**src/rtl/matvec_param_engine.sv**
```systemverilog
// matvec_param_engine: skewed ROWS-stage MAC chain computing C=A*B from per-row A FIFOs and a shared B FIFO
module matvec_param_engine #(
  parameter int ROWS = 8,
  parameter int COLS = 8,
  parameter int DATA_WIDTH = 8,
  parameter int ACC_WIDTH = 2*DATA_WIDTH+$clog2(COLS)
) (
  input  logic                       CLOCK_50,
  input  logic                       rst_n,
  input  logic                       start,
  input  logic                       signed_mode,
  input  logic [ROWS-1:0]            a_wren,
  input  logic [ROWS*DATA_WIDTH-1:0] a_data,
  input  logic                       b_wren,
  input  logic [DATA_WIDTH-1:0]      b_data,
  output logic [ROWS-1:0]            a_full,
  output logic                       b_full,
  output logic                       busy,
  output logic                       done,
  output logic [ROWS*ACC_WIDTH-1:0]  c_data,
  output logic [2:0]                 dbg_state
);
  localparam int PW = $clog2(COLS);
  localparam int CW = $clog2(COLS+ROWS)+1;
  typedef enum logic [2:0] {IDLE, CLR, EXEC, DRAIN, DONE} state_t;
  state_t state, state_nx;
  logic [CW-1:0] cnt;
  logic sm, load, go;
  logic [ROWS-1:0] en, clr;
  logic [ROWS-2:0] en_q, clr_q;
  logic [DATA_WIDTH-1:0] b_s [ROWS];
  logic [DATA_WIDTH-1:0] b_q [ROWS-1];
  logic [DATA_WIDTH-1:0] b_mem [COLS];
  logic [PW-1:0] b_wp, b_rp;
  logic [PW:0] b_cnt;
  assign load = state == IDLE || state == DONE;
  assign go = load && start && &a_full && b_full;
  assign busy = state == CLR || state == EXEC || state == DRAIN;
  assign done = state == DONE;
  assign dbg_state = state;
  assign b_full = b_cnt == (PW+1)'(COLS);
  assign en = {en_q, state == EXEC};
  assign clr = {clr_q, state == CLR};
  always_comb begin
    state_nx = go ? CLR :
               state == CLR ? EXEC :
               state == EXEC && cnt == CW'(COLS-1) ? DRAIN :
               state == DRAIN && cnt == CW'(COLS+ROWS-2) ? DONE : state;
  end
  always_ff @(posedge CLOCK_50 or negedge rst_n) begin
    if (!rst_n) begin
      state <= IDLE;
      cnt <= '0;
      sm <= 1'b0;
    end else begin
      state <= state_nx;
      cnt <= state == EXEC || state == DRAIN ? cnt + 1'b1 : '0;
      if (go) sm <= signed_mode;
    end
  end
  always_comb begin
    b_s[0] = b_mem[b_rp];
    for (int i = 1; i < ROWS; i++) b_s[i] = b_q[i-1];
  end
  always_ff @(posedge CLOCK_50 or negedge rst_n) begin
    if (!rst_n) begin
      en_q <= '0;
      clr_q <= '0;
      for (int i = 0; i < ROWS-1; i++) b_q[i] <= '0;
    end else begin
      en_q <= en[ROWS-2:0];
      clr_q <= clr[ROWS-2:0];
      for (int i = 0; i < ROWS-1; i++) b_q[i] <= b_s[i];
    end
  end
  always_ff @(posedge CLOCK_50)
    if (load && b_wren && !b_full) b_mem[b_wp] <= b_data;
  always_ff @(posedge CLOCK_50 or negedge rst_n) begin
    if (!rst_n) begin
      b_wp <= '0;
      b_rp <= '0;
      b_cnt <= '0;
    end else begin
      if (load && b_wren && !b_full) begin
        b_wp <= b_wp == PW'(COLS-1) ? '0 : b_wp + 1'b1;
        b_cnt <= b_cnt + 1'b1;
      end
      if (en[0]) begin
        b_rp <= b_rp == PW'(COLS-1) ? '0 : b_rp + 1'b1;
        b_cnt <= b_cnt - 1'b1;
      end
    end
  end
  for (genvar r = 0; r < ROWS; r++) begin : g_row
    logic [DATA_WIDTH-1:0] mem [COLS];
    logic [PW-1:0] wp, rp;
    logic [PW:0] n;
    logic [DATA_WIDTH-1:0] a;
    logic [2*DATA_WIDTH-1:0] p;
    logic [ACC_WIDTH-1:0] acc;
    logic wr;
    assign wr = load && a_wren[r] && !a_full[r];
    assign a = mem[rp];
    assign p = {{DATA_WIDTH{sm & a[DATA_WIDTH-1]}}, a} *
               {{DATA_WIDTH{sm & b_s[r][DATA_WIDTH-1]}}, b_s[r]};
    assign a_full[r] = n == (PW+1)'(COLS);
    assign c_data[r*ACC_WIDTH +: ACC_WIDTH] = acc;
    always_ff @(posedge CLOCK_50)
      if (wr) mem[wp] <= a_data[r*DATA_WIDTH +: DATA_WIDTH];
    always_ff @(posedge CLOCK_50 or negedge rst_n) begin
      if (!rst_n) begin
        wp <= '0;
        rp <= '0;
        n <= '0;
        acc <= '0;
      end else begin
        if (wr) begin
          wp <= wp == PW'(COLS-1) ? '0 : wp + 1'b1;
          n <= n + 1'b1;
        end
        if (en[r]) begin
          rp <= rp == PW'(COLS-1) ? '0 : rp + 1'b1;
          n <= n - 1'b1;
        end
        acc <= clr[r] ? '0 :
               en[r] ? acc + {{(ACC_WIDTH-2*DATA_WIDTH){sm & p[2*DATA_WIDTH-1]}}, p} : acc;
      end
    end
  end
endmodule

```
**config.mk**
```make
export PLATFORM = sky130hd
export DESIGN_NAME = matvec_param_engine
export DESIGN_NICKNAME = d
export VERILOG_FILES = /design/src/rtl/matvec_param_engine.sv
export SDC_FILE = /design/constraint.sdc
export NUM_CORES = 2
export LEC_CHECK = 0
export CORE_MARGIN = 1
export CORE_UTILIZATION = 55
export CTS_CLUSTER_DIAMETER = 200
export DETAILED_ROUTE_END_ITERATION = 12
export GPL_TIMING_DRIVEN = 0
export MAX_ROUTING_LAYER = met4
export PLACE_DENSITY = 0.75
export SLEW_MARGIN = 20
export SYNTH_ARGS = -nofsm -noshare
export SYNTH_HDL_FRONTEND = slang
export SYNTH_SLANG_ARGS = --single-unit
```
**constraint.sdc**
```tcl
create_clock -name CLOCK_50 -period 9.1 [get_ports CLOCK_50]
set_input_delay 1.82 -clock CLOCK_50 [delete_from_list [all_inputs] [get_ports CLOCK_50]]
set_output_delay 1.82 -clock CLOCK_50 [all_outputs]
set_load 0.02 [all_outputs]
```
Yosys cells after proc, flatten, opt, wreduce, memory -nomap -nowiden. Memory sizes are Yosys's and may differ from the RTL's. Index checks and enable logic that the tools add are counted.

Bits in registers: 321. Memory bits (writable): 576. Input port bits: 85. Output and inout bits: 166. Logic and storage cells: 297. Memories: 9.

$add $sub $neg: 45. Multiply operators: 8. Equal/unequal tests: 33. Mux-type cells: 75. Bitwise gates (word level): 24. Reductions and logical operators: 56.

Memories: b_mem (depth 8, width 8, rd ports 1, clocked after Yosys merged registers in 0, wr ports 1, line 33) `logic [DATA_WIDTH-1:0] b_mem [COLS];`; g_row[0].mem (depth 8, width 8, rd ports 1, clocked after Yosys merged registers in 0, wr ports 1, line 95) `logic [DATA_WIDTH-1:0] mem [COLS];`; g_row[1].mem (depth 8, width 8, rd ports 1, clocked after Yosys merged registers in 0, wr ports 1, line 95); g_row[2].mem (depth 8, width 8, rd ports 1, clocked after Yosys merged registers in 0, wr ports 1, line 95); g_row[3].mem (depth 8, width 8, rd ports 1, clocked after Yosys merged registers in 0, wr ports 1, line 95); g_row[4].mem (depth 8, width 8, rd ports 1, clocked after Yosys merged registers in 0, wr ports 1, line 95); 3 more memories.

Operators by type and width (number): 2-to-1 mux 19 bit (16); adder 19 bit (8); multiplier 9 x 9 -> 16 bit (8); 2-to-1 mux 4 bit (18); 2-to-1 mux 3 bit (22); == test 3 bit, second input constant (19); adder 3 x 1 -> 3 bit, second input constant (18); adder 4 x 1 -> 4 bit, second input constant (9); == test 4 bit, second input constant (9); subtractor 4 x 1 -> 4 bit, second input constant (9); nonzero test 2 bit (17); AND 1 bit (24); logical AND 1 bit (23); 2-to-1 mux 1 bit (18); zero test 1 bit (9); AND reduction 8 bit (1); == test 3 x 2 -> 1 bit, second input constant (2); adder 5 x 1 -> 5 bit, second input constant (1); == test 5 x 3 -> 1 bit, second input constant (1); == test 5 x 4 -> 1 bit, second input constant (1); 2-to-1 mux 5 bit (1); logical OR 1 bit (4); nonzero test 4 bit (1); == test 3 x 1 -> 1 bit, second input constant (1); zero test 3 bit (1).

Logic depth before layout (Yosys ltp). An unclocked memory read counts as a cell.

Depth after elaboration: 7. Depth in mapped cells: 33. Mapped depth without buffers: 31.

Worst setup path after synthesis. OpenSTA, ideal clock, no wires.

Kind: register to register. Start: register g_row[5].rp[0]. End: register g_row[5].acc[18]. Library setup time: 0.120 ns. Arrival: 7.857 ns. Required time: 8.980 ns. Path slack: 1.123 ns. Stages on the path, launching flop included: 31. Path buffers: 2. Cell sequence: dfrtp_1 -> clkbuf_1 -> buf_1 -> mux4_2 -> mux2_2 -> and2_1 -> fa_1 -> inv_1 -> fa_1 -> inv_1 -> fa_1 -> fa_1 -> inv_1 -> fa_1 -> inv_1 -> ha_1 -> inv_1 -> o21ai_0 -> a21oi_1 -> o21bai_1 -> a21oi_1 -> xnor2_1 -> ha_1 -> or2_2 -> or3_1 -> o31ai_1 -> o21ai_0 -> a31oi_1 -> xnor2_1 -> a21oi_1 -> a31o_2.

Longest elaborated chain between the ends: 7.

RTL lines: start, declared (line 96) `logic [PW-1:0] wp, rp;`; start signal, assigned (line 122) `rp <= rp == PW'(COLS-1) ? '0 : rp + 1'b1;`; memory read (8 x 8 bit) (*); AND 1 bit (line 104) `assign p = {{DATA_WIDTH{sm & a[DATA_WIDTH-1]}}, a} *`; multiplier 9 x 9 -> 16 bit (*) (line 104); AND 1 bit (line 126) `en[r] ? acc + {{(ACC_WIDTH-2*DATA_WIDTH){sm & p[2*DATA_WIDTH-1]}}, p} : acc;`; adder 19 bit (*) (line 126); 2-to-1 mux 19 bit (*) (line 126); 2-to-1 mux 19 bit (*) (line 125) `acc <= clr[r] ? '0 :`; end signal, assigned (line 125); end, declared (line 100) `logic [ACC_WIDTH-1:0] acc;`.

Mark *: on every way between the ends. The rest lies on a longest branch, timed or not. The select of a mux whose other input is x is not followed. A chain may end at the register's enable or synchronous reset.

Worst setup path after layout.
Start: register sm. End: register g_row[0].acc[18].

Longest elaborated chain between the ends: 6.

RTL lines: start, declared (line 28) `logic sm, load, go;`; start signal, assigned (line 58) `if (go) sm <= signed_mode;`; AND 1 bit, on equally long branches (line 104, 105); multiplier 9 x 9 -> 16 bit (line 104); AND 1 bit (line 126); adder 19 bit (*) (line 126); 2-to-1 mux 19 bit (*) (line 126); 2-to-1 mux 19 bit (*) (line 125); end signal, assigned (line 125); end, declared (line 100).

Marks and branches as above.

==> results.md <==
- Starting Density: 55.62%
- CTS resizes: 4
- Clk pin slew, worst setup/hold paths: 0.07 ns
- Die width: 339.5 um
- Via count of the routed design: 40720
- Worst Setup End Kind: flip-flop
- Antenna violations before repair: 6
- I/O Buffers: 250
- Synth area leader: edfxtp_1
- CP max FO: 10
- Share of cells above drive strength 1: 9.359%
- Fin. Hold Viols: 0
- Maximum clock path buffer count: 3
- Largest net degree at the start of global routing: 87
- Top_reg_cell synth: edfxtp_1
- Row Count: 123
- Worst hold path class: reg2reg
- Die H: 339.5 um
- Post-Synthesis Cell Area: 62660 um^2
- Clock root cell: clkbuf_16
- Status: complete, no violations
- Global placement routability congestion: 0.8894
- DPL Wire Length: 108600 um
- CP startpoint kind: flip-flop
- Data arrival, critical path: 9.29 ns
- Most common cell in the netlist: inv_1
- WL/cell: 19.93 um
- Post-CTS Hold Buffers: 0
- Syn Inst Count: 5249
- CP Class: reg2reg
- Worst-Skew Late Latency: 0.70 ns
- #FFs+latches synth: 897
- Tcrit/Tclk final: 95.16%
- Fin Clk Skew: 0.02891 ns
- Worst path max stage delay: 0.58 ns
- I/O pin count: 251
- F_max: 0.1155 GHz
- Hold Slack: 0.3707 ns
- Number of global-route vias before repair: 43350
- Die area: 115300 um^2
- RSZ-0062 raised after global routing: no
- Ys Warns: 0
- Setup fix buffers added after clock tree synthesis: 0
- Vias per inst: 5.645
- First-pass GRT wire length: 233300 um
- Post-synth ARST share: 35.79%
- Fill cell count: 8546
- Worst-Margin Slew: 1.080 ns
- Crit path time final: 8.659 ns
- Clock sink total: 897
- Yosys cell types: 79
- Worst EP required: 9.73 ns
- Overall fraction of global-route tracks in use: 26.58%
- Total Wirelength: 143700 um
- Synth top area cells: edfxtp_1 (28%), fa_1 (17%), dfrtp_1 (13%), ha_1 (9.3%), mux4_2 (5.1%)
- Syn_nets: 6319
- GRT Residual Overflow: 0
- TritonCTS Buffers: 96
- Area Overhead vs Synth: 13.39%
- Avg Inst Size Synth: 11.94 um^2
- Crit-path slowest cell: o41ai_1
- CTS tree: yes
- 1st-iter DRT viols: 2584
- Area fraction of the dominant cell type after synthesis: 27.60%
- DR pass1 iterations: 5
- Max-cap viol count: 0
- Final setup fails: 0
- H-tree depth: 3
- Seq/Total Area, Yosys: 40.42%
- Antenna-violating nets left: 0
- DRC violations left: 0
- EDFF count, synth: 576
- Top cells by count, synth: inv_1 (673), edfxtp_1 (576), fa_1 (521), ha_1 (464), nand2_1 (414)
- Total Nets Final: 6693
- Core area: 112700 um^2
- Rel. slew slack: 25.97%
- Max Slew Vio Count: 0
-- layer usage --
layer	wire [um]	GRT usage (%)	vias to the layer above
li1	-	-	18730
met5	0	-	-
met3	8365	4.195	246
met1	57330	32.42	20650
met2	73740	45.24	1097
met4	4289	8.605	0
-- stage by stage --
step	setup WS, ns	utilization [%]	instances	area (um^2)	setup TNS (ns)
2_1_floorplan	1.123	-	5249	62660	0
3_3_place_gp	-9.051	59.51	6999	67040	-2906.46
3_5_place_dp	-0.8563	60.00	7026	67590	-4.834
4_1_cts	0.09104	63.02	7207	70990	0
5_1_grt	0.01373	63.06	7210	71040	0
6_report	0.4408	63.07	7213	71050	0
-- cells in the final DEF (no fill, tap or decap), drive strengths merged, types with 23 or more instances in the layout --
cell / count
a211oi: 23
a21o: 71
a21oi: 168
and2: 179
buf: 76
clkbuf: 208
clkdlybuf4s50: 249
clkinv: 33
dfrtp: 321
edfxtp: 576
fa: 521
ha: 464
inv: 684
mux2: 70
mux2i: 121
mux4: 144
nand2: 414
nand2b: 77
nand3: 50
nor2: 355
nor2b: 93
nor3: 112
o21a: 40
o21ai: 78
o21bai: 34
or3: 32
xnor2: 211
xor2: 56
-- layout make-up --
cell class	count	area [um^2]	area share (%)
diodes	7	17.52	0.02465
plain buffers	133	569.3	0.8013
clock buffers	123	2638	3.712
clock inverters	58	755.7	1.064
inverters	679	2550	3.589
multi-input cells	3539	34520	48.59
flip-flops and latches	897	25330	35.65
well taps	1500	1877	2.642
repair buffers	277	2793	3.931
-- kinds of logic after synthesis --
group	synth area share [%]
adder cells (fa/ha/maj)	25.91
AND/OR/NAND/NOR	10.93
buffers and inverters	4.938
XOR/XNOR	3.756
multiplexers	8.425
flip-flops	40.42
AO/OA/AOI/OAI	5.609
-- sequential cells by signal, summed over array words and instances, names as in the netlist, 4 cells and up --
register,flops
b_mem,64
b_cnt,4
g_row.mem,512
clr_q,7
g_row.acc,152
b_q,56
g_row.rp,24
g_row.n,32
cnt,5
g_row.wp,24
en_q,7
-- worst max-delay path, delay by kind of cell (launching register included) --
family / cells / cell delay [ns]
xor gates and xnor gates: 1 / 0.19
adders and majority gates: 7 / 3.11
AOI/OAI and AO/OA: 6 / 1.56
buffers and inverters: 8 / 1.99
DFF: 1 / 0.39
muxes: 1 / 0.23
and+or+nand+nor: 6 / 1.10
-- final timing paths --
| kind | startpoint | end | slack [ns] | cells after the start |
|---|---|---|---|---|
| worst max register to register | sm$_DFFE_PN0P_ | g_row[0].acc[18]$_DFFE_PN0P_ | 0.44 | 29 |
| worst min-delay path | b_q[40]$_DFF_PN0_ | b_q[32]$_DFF_PN0_ | 0.37 | 0 |
| max in group asynchronous | rst_n | g_row[1].n[3]$_DFFE_PN0P_ | 6.62 | 4 |
| min in group asynchronous | rst_n | g_row[6].acc[5]$_DFFE_PN0P_ | 0.95 | 1 |
| worst max-delay path | sm$_DFFE_PN0P_ | g_row[0].acc[18]$_DFFE_PN0P_ | 0.44 | 29 |
| worst min register to register | b_q[40]$_DFF_PN0_ | b_q[32]$_DFF_PN0_ | 0.37 | 0 |
Power is left out: the tool's default activity adds up to more than one toggle a clock period on the data nets, which glitch-free logic cannot reach.
